<file path="config.mk">
export PLATFORM = sky130hd
export DESIGN_NAME = vga_timing_gen
export DESIGN_NICKNAME = d
export VERILOG_FILES = /design/src/rtl/vga_timing_gen.sv
export SDC_FILE = /design/constraint.sdc
export NUM_CORES = 1
export LEC_CHECK = 0
export ABC_AREA = 1
export CORE_ASPECT_RATIO = 0.6
export CORE_MARGIN = 2
export CORE_UTILIZATION = 45
export CTS_CLUSTER_SIZE = 40
export DETAILED_ROUTE_END_ITERATION = 8
export PLACE_DENSITY = 0.71
export SYNTH_ARGS = -nofsm -noshare
export SYNTH_HDL_FRONTEND = slang
export SYNTH_SLANG_ARGS = --single-unit
</file>
<file path="constraint.sdc">
create_clock -name clk -period 2.5 [get_ports clk]
set_input_delay 0.5 -clock clk [delete_from_list [all_inputs] [get_ports clk]]
set_output_delay 0.5 -clock clk [all_outputs]
set_load 0.1 [all_outputs]
</file>
<file path="src/rtl/vga_timing_gen.sv">
// vga_timing_gen -- parametrised VGA raster timing generator.
//
// Owns the horizontal/vertical raster counters and decodes the line/frame
// markers, sync pulses and video-active window from the porch/sync parameters.
// Every flag is registered, and each one is decoded from the next-state counter
// values, so it lines up with hCount/vCount on the same cycle.
//
// Ports:
//   clk          system clock
//   rst_n        asynchronous active-low reset
//   pix_en       pixel tick; nothing changes on clocks where this is 0
//   hCount       horizontal position (CNT_W bits)
//   vCount       vertical position (CNT_W bits)
//   hsync/vsync  sync outputs, SYNC_ACT while inside the sync window
//   video_on     hCount < H_VISIBLE and vCount < V_VISIBLE
//   fim_h        last pixel of a line   (hCount == H_TOTAL-1)
//   fim_v        last pixel of a frame  (also vCount == V_TOTAL-1)
//   frame_start  one-tick pulse at (0,0)
//   frame_cnt    completed-frame count (FRAME_W bits)
//
// Optional build macro VGA_FRAME_CNT_EN: when defined, frame_cnt counts
// completed frames modulo 2**FRAME_W. When it is undefined, frame_cnt is
// tied to 0.
module vga_timing_gen #(
  parameter int CNT_W     = 10,
  parameter int H_VISIBLE = 640,
  parameter int H_FRONT   = 16,
  parameter int H_SYNC    = 96,
  parameter int H_BACK    = 48,
  parameter int V_VISIBLE = 480,
  parameter int V_FRONT   = 10,
  parameter int V_SYNC    = 2,
  parameter int V_BACK    = 33,
  parameter bit SYNC_ACT  = 1'b0,
  parameter int FRAME_W   = 8
) (
  input  logic               clk,
  input  logic               rst_n,
  input  logic               pix_en,
  output logic [CNT_W-1:0]   hCount,
  output logic [CNT_W-1:0]   vCount,
  output logic               hsync,
  output logic               vsync,
  output logic               video_on,
  output logic               fim_h,
  output logic               fim_v,
  output logic               frame_start,
  output logic [FRAME_W-1:0] frame_cnt
);

  localparam int H_TOTAL = H_VISIBLE + H_FRONT + H_SYNC + H_BACK;
  localparam int V_TOTAL = V_VISIBLE + V_FRONT + V_SYNC + V_BACK;

  if (H_TOTAL > 2**CNT_W || V_TOTAL > 2**CNT_W) begin : g_bad_cnt_w
    $error("vga_timing_gen: H_TOTAL/V_TOTAL do not fit in CNT_W bits");
  end

  localparam logic [CNT_W-1:0] H_LAST = CNT_W'(H_TOTAL - 1);
  localparam logic [CNT_W-1:0] V_LAST = CNT_W'(V_TOTAL - 1);
  localparam logic [CNT_W-1:0] H_VIS  = CNT_W'(H_VISIBLE);
  localparam logic [CNT_W-1:0] V_VIS  = CNT_W'(V_VISIBLE);
  localparam logic [CNT_W-1:0] HS_BEG = CNT_W'(H_VISIBLE + H_FRONT);
  localparam logic [CNT_W-1:0] HS_END = CNT_W'(H_VISIBLE + H_FRONT + H_SYNC - 1);
  localparam logic [CNT_W-1:0] VS_BEG = CNT_W'(V_VISIBLE + V_FRONT);
  localparam logic [CNT_W-1:0] VS_END = CNT_W'(V_VISIBLE + V_FRONT + V_SYNC - 1);

  logic [CNT_W-1:0] h_nxt, v_nxt;
  logic             h_wrap, v_wrap;

  always_comb begin
    h_wrap = (hCount == H_LAST);
    v_wrap = (vCount == V_LAST);
    h_nxt  = h_wrap ? '0 : hCount + CNT_W'(1);
    v_nxt  = vCount;
    if (h_wrap) v_nxt = v_wrap ? '0 : vCount + CNT_W'(1);
  end

  // Reset parks the raster on the last pixel of the frame, so the first tick
  // after release wraps to (0,0). The flags reset to 0 here even though that
  // position would decode as fim_h/fim_v.
  always_ff @(posedge clk or negedge rst_n) begin
    if (!rst_n) begin
      hCount      <= H_LAST;
      vCount      <= V_LAST;
      hsync       <= ~SYNC_ACT;
      vsync       <= ~SYNC_ACT;
      video_on    <= 1'b0;
      fim_h       <= 1'b0;
      fim_v       <= 1'b0;
      frame_start <= 1'b0;
    end else if (pix_en) begin
      hCount      <= h_nxt;
      vCount      <= v_nxt;
      hsync       <= (h_nxt >= HS_BEG && h_nxt <= HS_END) ? SYNC_ACT : ~SYNC_ACT;
      vsync       <= (v_nxt >= VS_BEG && v_nxt <= VS_END) ? SYNC_ACT : ~SYNC_ACT;
      video_on    <= (h_nxt < H_VIS) && (v_nxt < V_VIS);
      fim_h       <= (h_nxt == H_LAST);
      fim_v       <= (h_nxt == H_LAST) && (v_nxt == V_LAST);
      frame_start <= (h_nxt == '0) && (v_nxt == '0);
    end
  end

`ifdef VGA_FRAME_CNT_EN
  // fim_v is held low by reset, so the wrap that follows reset release is
  // not counted. Only genuine end-of-frame wraps increment the count.
  logic [FRAME_W-1:0] frame_q;

  always_ff @(posedge clk or negedge rst_n) begin
    if (!rst_n)               frame_q <= '0;
    else if (pix_en && fim_v) frame_q <= frame_q + FRAME_W'(1);
  end

  assign frame_cnt = frame_q;
`else
  assign frame_cnt = '0;
`endif

endmodule

</file>
==> metrics.md, run 1 <==
| Metric | Value |
|---|---|
| Pwr dens | `940 nW/um^2` |
| Final worst path period need | `2.11 ns` |
| Max Cap Viol | `0` |
| Setup TNS | `0 ns` |
| Setup Viol. Count Final | `0` |
| Worst path bufs/invs | `2` |
| First-pass GRT wire length | `8100 um` |
| Initial Utilization | `46.7%` |
| Largest net degree at the start of global routing | `27` |
| Vias in the first global route | `1582` |
| Top cells by count, synth | `80 x nand2_1, 31 x inv_1, 30 x nor2_1, 22 x nand3_1, 21 x o21ai_0` |
| Min-Delay Path Class | `flip-flop to flip-flop` |
| RSZ-0062 raised after global routing | `no` |
| Most common flop cell mapped by yosys | `dfrtp_1` |
| Initial antenna violation count | `0` |
| Dpl hpwl | `3820 um` |
| Max FO, Critical Path | `6` |
| Post-synthesis compound-gate area fraction | `8.82%` |
| DIE WIDTH | `~88 um` |
| Worst path slowest cell | `dfstp_2` |
| Simple-Gate Fraction of Synth Area | `between 40 and 50%` |
| Drt via density | `5.04` |
| Worst Path Arrival | `2.28 ns` |
| Max Buffers Root-to-Sink | `2` |
| PnR Total Power | `2.07 mW` |
| CP startpoint kind | `flip-flop` |
| Fin. max-slew vios | `0` |
| Gate count of the mapped netlist | `280` |
| Skew-Pair Late Insertion Delay | `0.27 ns` |
| Clock Sink Count | `26` |
| PortBufs | `28` |
| Hold Vio Cnt, Final | `0` |
| Sequential cell area fraction in the yosys report | `34.8%` |
| Leak pwr | `around 1.1 nW` |
| Xor/xnor share of the synthesized area | `less than 1%` |
| Fmax | `474 MHz` |
| Total GRT Usage | `between 20% and 30%` |
| Final antenna diode count | `0` |
| Number of flops mapped to enable cells by yosys | `0` |
| P&R area growth vs syn | `15.3%` |
| Synth warn | `0` |
| Max stage delay on crit path | `between 0.5 and 0.6 ns` |
| Largest family of logic cells by synthesized area | `simple AND/OR/NAND/NOR gates` |
| Vias | `~1900` |
| Core area | `4100 sq um` |
| Rows | `18` |
| Number of buffers created by CTS | `3` |
| Nets | `316` |
| Most common cell on crit path | `nand2_1` |
| FF+latch count, synth | `26` |
| Peak supply drop | `0.000713 V` |
| Area leader, netlist | `dfrtp_1` |
| DRT Wirelength | `4940 um` |
| Synthesized area | `between 1500 and 2000 sq um` |
| CTS tree | `yes` |
| Post-Synth Adder-Cell Area | `2.61%` |
| Starting DRT DRC Count | `136` |
| Worst Setup End Kind | `flip-flop` |
| Drt first pass iters | `4` |
| Mux cell area share after synthesis | `0%` |
| Synth area leaders | `dfrtp_1 18%, dfstp_2 16%, nand2_1 16%` |
| Share of layout cells above drive strength 1 | `22.7%` |
| CTS resizes | `0` |
| Clock skew | `around 0.0035 ns` |
| Req. time, crit path | `2.67 ns` |
| Setup CP Type | `flip-flop to flip-flop` |
| # DRC | `0` |
| Die Span Y | `~55 um` |
| GRT overflow | `0` |
| Die Area | `a little under 5000 sq um` |
| Most frequent cell after synthesis | `nand2_1` |
| CP top delay family | `simple AND/OR/NAND/NOR gates` |
| Root Buffer | `clkbuf_8` |
| CTS H-tree lvls | `1` |
| Post-synth top area share | `18.3%` |
| Top Ports | `37` |
| Clock transition at path regs | `about 0.09 ns` |
| CTS Hold Bufs | `0` |
| Post-synthesis cell type count | `27` |
| Outcome | `completed` |
| Wire length per cell | `13.4 um` |
| Post-CTS Setup Bufs | `0` |
| Asr flop ratio synth | `100%` |
| Avg Cell Area, Syn | `6.84 sq um` |
| Crit share post-route | `84.5%` |
| Global placer's final weighted congestion | `0.936` |
| Critical Path, Cell by Cell | `ha_1, nand2_2, nor2_4, nand3_2, inv_1, nand4_1, nand2_1, inv_1, nand2_1, nor2_1, o21ai_1, nand2_1` |
| Final ANT Viol Nets | `0` |
==> path summary, 6_finish.rpt <==
check / slack [ns] / to / cells past startpoint / from
worst min-delay path: 0.50 / fim_v$_DFFE_PN0P_ / 2 / fim_v$_DFFE_PN0P_
worst max register to register: 0.39 / video_on$_DFFE_PN0P_ / 12 / hCount[1]$_DFFE_PN1P_
worst min register to register: 0.50 / fim_v$_DFFE_PN0P_ / 2 / fim_v$_DFFE_PN0P_
max in group asynchronous: 1.61 / hCount[4]$_DFFE_PN1P_ / 2 / rst_n
min in group asynchronous: 0.59 / frame_start$_DFFE_PN0P_ / 2 / rst_n
worst max-delay path: 0.39 / video_on$_DFFE_PN0P_ / 12 / hCount[1]$_DFFE_PN1P_
==> final cells by class <==
class | count | area (sq um)
clock buffers | 4 | 45.0
fillers | 445 | 1890
inverters | 31 | 116
multi-input cells | 215 | 1060
flip-flops and latches | 26 | 666
well taps | 60 | 75.1
repair buffers | 32 | 245
==> routing by layer <==
metal	share of wire, %	wire (um)	vias up	global-route usage (%)
met5	0	0	-	0
met3	8.4	417	2	4.07
met4	0.28	14	0	3.03
met1	54	2660	831	37.2
met2	37	1850	92	29.9
li1	-	-	928	-
==> worst register-to-register path: stages (launching register included) <==
cell and delay [ns]:
dfstp_2 0.59, ha_1 0.21, nand2_2 0.11, nor2_4 0.15
nand3_2 0.12, inv_1 0.19, nand4_1 0.16, nand2_1 0.13
inv_1 0.08, nand2_1 0.10, nor2_1 0.05, o21ai_1 0.07
nand2_1 0.06
==> where the power goes <==
group / switching (mW) / leakage, nW / internal [mW] / total, mW
clock network: 0.135 / 0.0228 / 0.114 / 0.249
logic: 0.919 / 0.746 / 0.245 / 1.16
registers: 0.133 / 0.314 / 0.529 / 0.662
total: 1.19 / 1.08 / 0.888 / 2.07
==> registers in the layout, indices dropped and copies added, names as in the netlist <==
name,count
vCount,10
fim_h,1
fim_v,1
hCount,10
hsync,1
frame_start,1
vsync,1
video_on,1
==> layout by cell type (no fill, tap or decap), drive strengths merged <==
cell type      instances
nand2                 93
dfrtp                 14
o21ai                 23
nor3                   4
nand4                  8
nor2                  37
a21oi                  4
clkdlybuf4s50          2
nand3b                 2
xor2                   2
ha                     4
o21bai                 2
buf                   30
clkbuf                 4
nand3                 26
conb                   8
inv                   31
dfstp                 12
o21a                   2
==> through the flow <==
| stage | setup slack, ns | util (%) | instances | hold slack [ns] | instance area, sq um |
|---|---|---|---|---|---|
| 2_1_floorplan | 0.134 | - | 287 | 0.204 | 1940 |
| 3_3_place_gp | 0.455 | 52.7 | 364 | 0.476 | 2160 |
| 3_5_place_dp | 0.412 | 52.7 | 364 | 0.476 | 2160 |
| 4_1_cts | 0.417 | 53.8 | 368 | 0.505 | 2210 |
| 5_1_grt | 0.220 | 53.8 | 368 | 0.525 | 2210 |
| 6_report | 0.388 | 53.8 | 368 | 0.499 | 2210 |
==> cell families (layout without fill, tap and decap cells) <==
family / Yosys count / count (layout)
DFF: 26 / 26
AOI/OAI and AO/OA: 31 / 31
and+or+nand+nor: 170 / 170
xor gates and xnor gates: 2 / 2
buffers and inverters: 46 / 67
other: 1 / 8
adders and majority gates: 4 / 4
Note: power is estimated with default switching activity, not from simulation.
==> inputs of run 2 (changes only) <==
--- a/config.mk
+++ b/config.mk
@@ -11,7 +11,7 @@
 export CORE_UTILIZATION = 45
 export CTS_CLUSTER_SIZE = 40
 export DETAILED_ROUTE_END_ITERATION = 8
-export PLACE_DENSITY = 0.71
+export PLACE_DENSITY = 0.74
 export SYNTH_ARGS = -nofsm -noshare
 export SYNTH_HDL_FRONTEND = slang
 export SYNTH_SLANG_ARGS = --single-unit
==> constraint.sdc (replaced) <==
create_clock -name clk -period 1.85 [get_ports clk]
set_input_delay 0.37 -clock clk [delete_from_list [all_inputs] [get_ports clk]]
set_output_delay 0.37 -clock clk [all_outputs]
set_load 0.1 [all_outputs]
==> run 2 against run 1 <==
Net effect: the flow now finishes with violations (setup timing); design area grew 36%; power is 70% higher; clock skew decreased by 0.00062 ns; register-to-register slack lost 0.52 ns; final cell count increased by 9.8%; first-iteration DRC count is 57% higher; non-clock buffer count rose by 36; die area unchanged; clock power up 38%; core utilization grew 19 points; sequential power rose by 42%; setup slack lost 0.52 ns.
==> metrics.md, run 2 (synthesis gave the netlist of run 1 again) <==
| Metric | Value |
|---|---|
| Outcome | `finished, violations left` |
| Failing checks | `setup timing` |
| Number of buffers created by CTS | `3 (unchanged)` |
| Worst Setup End Kind | `flip-flop` |
| Die Area | `4810 sq um (unchanged)` |
| Rows | `18 (unchanged)` |
| Skew-Pair Late Insertion Delay | `0.28 ns (about the same)` |
| Die Span Y | `54.5 um (unchanged)` |
| Max Cap Viol | `0 (unchanged)` |
| Max FO, Critical Path | `7 (+1)` |
| Placed Instances | `396 (+8.8%)` |
| Global route hottest layer | `met1` |
| Worst Path Arrival | `2.16 ns (-0.12 ns)` |
| Final worst path period need | `1.99 ns (-0.126 ns)` |
| Clock skew | `0.00289 ns (-0.000619 ns)` |
| Largest net degree at the start of global routing | `27 (unchanged)` |
| Setup TNS | `-0.504 ns (-0.504 ns)` |
| Core area | `4100 sq um (unchanged)` |
| Placement Cell Area | `2780 sq um (+29%)` |
| Drt first pass iters | `5 (+1)` |
| Met1 Track Usage GR | `43.1% (+5.9 points)` |
| Leak pwr | `1.37 nW (+26%)` |
| Final ANT Viol Nets | `0 (unchanged)` |
| Root Buffer | `clkbuf_8` |
| Req. time, crit path | `2.02 ns (-0.65 ns)` |
| Top Ports | `37 (unchanged)` |
| Pwr dens | `1180 nW/um^2 (+25%)` |
| Final hold slack | `0.465 ns (-0.0338 ns)` |
| Crit share post-route | `107% (+23 points)` |
| Cell Count, Final, Fillers Out | `404 (+9.8%)` |
| Commonest non-fill, non-tap cell in the layout | `nand2_1` |
| Clock transition at path regs | `0.09 ns (about the same)` |
| Drt via density | `5.08 (+0.82%)` |
| CTS tree | `yes` |
| Max Buffers Root-to-Sink | `2 (unchanged)` |
| Clock Sink Count | `26 (unchanged)` |
| Final antenna diode count | `0 (unchanged)` |
| PortBufs | `28 (unchanged)` |
| GRT met2 Usage | `40.1% (+10 points)` |
| DP Worst Slack | `-0.153 ns (-0.566 ns)` |
| Initial antenna violation count | `0 (unchanged)` |
| # DRC | `0 (unchanged)` |
| Hold Vio Cnt, Final | `0 (unchanged)` |
| DIE WIDTH | `88.2 um (unchanged)` |
| Total GRT Usage | `27.4% (+4.9 points)` |
| Nets | `352 (+11%)` |
| CP startpoint kind | `flip-flop` |
| Largest regs | `hCount x10, vCount x10` |
| PnR Total Power | `3.52 mW (+70%)` |
| Setup CP Type | `flip-flop to flip-flop` |
| DRT Wirelength | `5970 um (+21%)` |
| Peak supply drop | `0.00125 V (+76%)` |
| Met3 usage | `4.98% (+0.90 points)` |
| Initial Utilization | `46.7% (unchanged)` |
| CTS H-tree lvls | `1 (unchanged)` |
| First-pass GRT wire length | `9730 um (+20%)` |
| Global placer's final weighted congestion | `1.02 (+9.5%)` |
| Worst Slack Setup Final | `-0.136 ns (-0.524 ns)` |
| Starting DRT DRC Count | `213 (+57%)` |
| Dpl hpwl | `4360 um (+14%)` |
| Share of layout cells above drive strength 1 | `40.1% (+17 points)` |
| Wire length per cell | `14.8 um (+10%)` |
| Setup Viol. Count Final | `7 (+7)` |
| P&R area growth vs syn | `56.3%` |
| GRT overflow | `0 (unchanged)` |
| Min-Delay Path Class | `input pin to asynchronous set/reset pin` |
| RSZ-0062 raised after global routing | `yes` |
| Fmax | `504 MHz (+6.3%)` |
| Vias in the first global route | `1855 (+17%)` |
| Commonest non-fill, non-tap cells in the layout | `71 x nand2_1, 36 x buf_4, 29 x nor2_1` |
| Fin. max-slew vios | `0 (unchanged)` |
| Final std cell area, no fill | `2990 sq um (+36%)` |
| CTS Hold Bufs | `0 (unchanged)` |
| Core Util, Final | `73.0% (+19 points)` |
| Vias | `2051 (+11%)` |
run 2: cell types whose count changed in the layout (fill, tap and decap cells not counted), sizes merged:
| cell | change |
|---|---|
| clkinv | +1 |
| buf | +36 |
| clkbuf | -1 |
run 2: final cells by class:
class                      instances  area (sq um)
clock buffer                       3          41.3
clock inverter                     1          3.75
fill                             317          1110
inverter                          31           119
multi-input combinational        215          1200
sequential                        26           699
tap                               60          75.1
timing repair buffer              68           856
run 2: worst max-delay path: stages (launching register included):
cell and delay (ns):
dfstp_4 0.65, ha_4 0.16, nand4_1 0.20, nor2_4 0.26, nand2_1 0.08, nand2_1 0.09
nand2_2 0.07, nand2_1 0.07, inv_1 0.04, nand2_1 0.07, nor2_1 0.04, nand3_1 0.09
nand2_1 0.06
run 2: worst paths after layout:
| check | from | end | slack (ns) | depth (start not counted) |
|---|---|---|---|---|
| min in group clk | hsync$_DFFE_PN1P_ | hsync$_DFFE_PN1P_ | 0.52 | 2 |
| worst max register to register | hCount[0]$_DFFE_PN1P_ | fim_v$_DFFE_PN0P_ | -0.14 | 12 |
| worst max-delay path | hCount[0]$_DFFE_PN1P_ | fim_v$_DFFE_PN0P_ | -0.14 | 12 |
| worst min-delay path | rst_n | fim_v$_DFFE_PN0P_ | 0.47 | 2 |
| worst min register to register | hsync$_DFFE_PN1P_ | hsync$_DFFE_PN1P_ | 0.52 | 2 |
| max in group asynchronous | rst_n | vCount[3]$_DFFE_PN1P_ | 1.08 | 2 |
run 2: layer usage:
metal  vias up  share of wire, %
met1       964                50
met4         0              0.15
met5         -                 0
met2        83                42
li1       1002                 -
met3         2               7.6
run 2: what timing repair did:
item                                    CTS  global route
resized for setup                        22            18
pin swaps                                12            10
endpoints found under the setup margin   10            16
cloned                                    1             0
buffers inserted                          4             1
run 2: where the power goes:
group / internal (mW) / total [mW] / switching (mW)
registers: 0.750 / 0.940 / 0.190
clock network: 0.149 / 0.343 / 0.194
logic: 0.791 / 2.24 / 1.45
==> inputs of run 3 (changes only) <==
--- a/config.mk
+++ b/config.mk
@@ -11,7 +11,7 @@
 export CORE_UTILIZATION = 45
 export CTS_CLUSTER_SIZE = 40
 export DETAILED_ROUTE_END_ITERATION = 8
-export PLACE_DENSITY = 0.74
+export PLACE_DENSITY = 0.71
 export SYNTH_ARGS = -nofsm -noshare
 export SYNTH_HDL_FRONTEND = slang
 export SYNTH_SLANG_ARGS = --single-unit
==> constraint.sdc (replaced) <==
create_clock -name clk -period 2.2 [get_ports clk]
set_input_delay 0.44 -clock clk [delete_from_list [all_inputs] [get_ports clk]]
set_output_delay 0.44 -clock clk [all_outputs]
set_load 0.1 [all_outputs]
==> run 3 against run 2 <==
Net effect: the flow now finishes without violations; non-clock buffer count is 32 lower; design area down 22%; first-iteration DRC count shrank 21%; wire length decreased by 19%; sequential power decreased by 18%; register-to-register slack improved by 0.26 ns; power down 29%; via count shrank 8.5%; critical path depth unchanged; critical path type unchanged; critical endpoint unchanged; largest cell class unchanged.
==> metrics.md, run 3 (synthesis gave the netlist of run 1 again) <==
| Metric | Value |
|---|---|
| CP startpoint kind | `flip-flop` |
| Skew-Pair Late Insertion Delay | `0.27 ns (about the same)` |
| Hold path start | `video_on$_DFFE_PN0P_` |
| Final hold slack | `0.493 ns (+0.0278 ns)` |
| Rows | `18 (unchanged)` |
| Number of buffers created by CTS | `3 (unchanged)` |
| # fillers | `416 (+31%)` |
| WHS Endpoint | `video_on$_DFFE_PN0P_` |
| Fmax | `482 MHz (-4.3%)` |
| Setup CP Type | `flip-flop to flip-flop` |
| P&R area growth vs syn | `22.2%` |
| Largest net degree at the start of global routing | `27 (unchanged)` |
| DP Worst Slack | `0.0198 ns (+0.173 ns)` |
| Die Area | `4810 sq um (unchanged)` |
| Vias | `1876 (-8.5%)` |
| RSZ-0062 raised after global routing | `no` |
| FF-to-FF setup slack | `0.12 ns (+0.26 ns)` |
| Largest regs | `hCount x10, vCount x10` |
| Drt via density | `5.04 (-0.66%)` |
| Crit share post-route | `94.3% (-13 points)` |
| Global placer's final weighted congestion | `0.947 (-7.6%)` |
| Dpl hpwl | `3660 um (-16%)` |
| Nets | `320 (-9.1%)` |
| CTS H-tree lvls | `1 (unchanged)` |
| Total GRT Usage | `22.3% (-5.1 points)` |
| Final worst path period need | `2.08 ns (+0.0891 ns)` |
| CTS Hold Bufs | `0 (unchanged)` |
| GRT overflow | `0 (unchanged)` |
| Hold Vio Cnt, Final | `0 (unchanged)` |
| Root Buffer | `clkbuf_8` |
| Die Span Y | `54.5 um (unchanged)` |
| PnR Total Power | `2.50 mW (-29%)` |
| Max Cap Viol | `0 (unchanged)` |
| Vias in the first global route | `1602 (-14%)` |
| Final antenna diode count | `0 (unchanged)` |
| Fin. max-slew vios | `0 (unchanged)` |
| # DRC | `0 (unchanged)` |
| Worst R2R Path Depth | `12 (unchanged)` |
| Wire length per cell | `13.1 um (-12%)` |
| First-pass GRT wire length | `7980 um (-18%)` |
| Hold depth | `2` |
| Starting DRT DRC Count | `168 (-21%)` |
| CTS tree | `yes` |
| Final ANT Viol Nets | `0 (unchanged)` |
| Clock transition at path regs | `0.09 ns (about the same)` |
| Commonest non-fill, non-tap cells in the layout | `80 x nand2_1, 30 x nor2_1, 29 x inv_1, 29 x buf_4, 22 x nand3_1` |
| Share of layout cells above drive strength 1 | `25.6% (-14 points)` |
| Peak supply drop | `0.000867 V (-31%)` |
| Clock Sink Count | `26 (unchanged)` |
| Worst Setup End Kind | `flip-flop` |
| Setup Viol. Count Final | `0 (-7)` |
| Reg2reg start | `hCount[1]$_DFFE_PN1P_` |
| Core area | `4100 sq um (unchanged)` |
| Worst Slack Setup Final | `0.125 ns (+0.261 ns)` |
| Reg area | `672 sq um (-3.9%)` |
| Req. time, crit path | `2.41 ns (+0.39 ns)` |
| Leak pwr | `1.13 nW (-17%)` |
| Combined area of the multi-input logic cells | `1090 sq um (-9.0%)` |
| Outcome | `completed` |
| Min-Delay Path Class | `flip-flop to flip-flop` |
| Setup TNS | `0 ns (+0.504 ns)` |
| Drt first pass iters | `5 (unchanged)` |
| PortBufs | `28 (unchanged)` |
| Pwr dens | `1070 nW/um^2 (-9.4%)` |
| Commonest non-fill, non-tap cell in the layout | `nand2_1` |
| Clock skew | `0.00842 ns (+0.00553 ns)` |
| R2R Path End | `fim_v$_DFFE_PN0P_` |
| DIE WIDTH | `88.2 um (unchanged)` |
| Initial Utilization | `46.7% (unchanged)` |
| DRT Wirelength | `4860 um (-19%)` |
| Initial antenna violation count | `0 (unchanged)` |
| Max FO, Critical Path | `7 (unchanged)` |
| Top Ports | `37 (unchanged)` |
| Max Buffers Root-to-Sink | `2 (unchanged)` |
| Worst Path Arrival | `2.29 ns (+0.13 ns)` |
==> run 3: changes by cell type in the layout (fill, tap and decap cells not counted), sizes merged <==
cell and delta:
clkinv -1, buf -32, clkbuf +1
==> run 3: per-stage QoR <==
stage	area (sq um)	cells	utilization, %
4_1_cts	2290	369	55.8
3_5_place_dp	2230	365	54.3
6_report	2340	372	57.1
2_1_floorplan	1950	287	-
3_3_place_gp	2230	365	54.3
5_1_grt	2340	372	57.1
==> run 3: worst max-delay path, stage by stage (launching register included) <==
cell and delay [ns]:
dfstp_4 0.63, ha_4 0.15, nand2_4 0.07, nor2_4 0.18
nand3_4 0.15, buf_6 0.19, nand2_2 0.06, nand2_1 0.08
nor2_1 0.10, nand2_1 0.09, nor2_1 0.12, nand3_1 0.11
nand2_1 0.08
==> run 3: timing repair <==
item                                    CTS  global route
buffers inserted                          0             3
endpoints found under the setup margin    2             4
resized for setup                         1             8
endpoints found under the hold margin     0             0
pin swaps                                 0             3
==> run 3: report_power, final <==
part | internal [mW] | switching (mW)
clock network | 0.160 | 0.153
logic | 0.351 | 1.07
registers | 0.608 | 0.159
total | 1.12 | 1.38
==> run 3: worst max-delay path by stage <==
stage	startpoint	endpoint	slack, ns	depth (start not counted)
floorplan	hCount[0]$_DFFE_PN1P_	frame_start$_DFFE_PN0P_	0.003	12
global placement	hCount[1]$_DFFE_PN1P_	video_on$_DFFE_PN0P_	0.05	12
detailed placement	hCount[1]$_DFFE_PN1P_	video_on$_DFFE_PN0P_	0.02	12
CTS	hCount[1]$_DFFE_PN1P_	video_on$_DFFE_PN0P_	0.07	12
global route	vCount[0]$_DFFE_PN0P_	video_on$_DFFE_PN0P_	0.02	12
finish	hCount[1]$_DFFE_PN1P_	fim_v$_DFFE_PN0P_	0.12	12
==> run 3: layout make-up <==
type | instances | share of cell area [%]
Sequential cell | 26 | 28.7
Tap cell | 60 | 3.21
Multi-Input combinational cell | 215 | 46.6
Timing Repair Buffer | 36 | 14.1
Clock buffer | 4 | 2.35
Inverter | 31 | 5.08
==> run 3: metal layers <==
| layer | part of all wire (%) | track usage [%] | vias to the layer above |
|---|---|---|---|
| li1 | - | - | 942 |
| met1 | 56 | 37.1 | 858 |
| met2 | 37 | 28.1 | 72 |
| met3 | 7.1 | 5.43 | 4 |
| met4 | 0.39 | 3.79 | 0 |
| met5 | 0 | 0 | - |
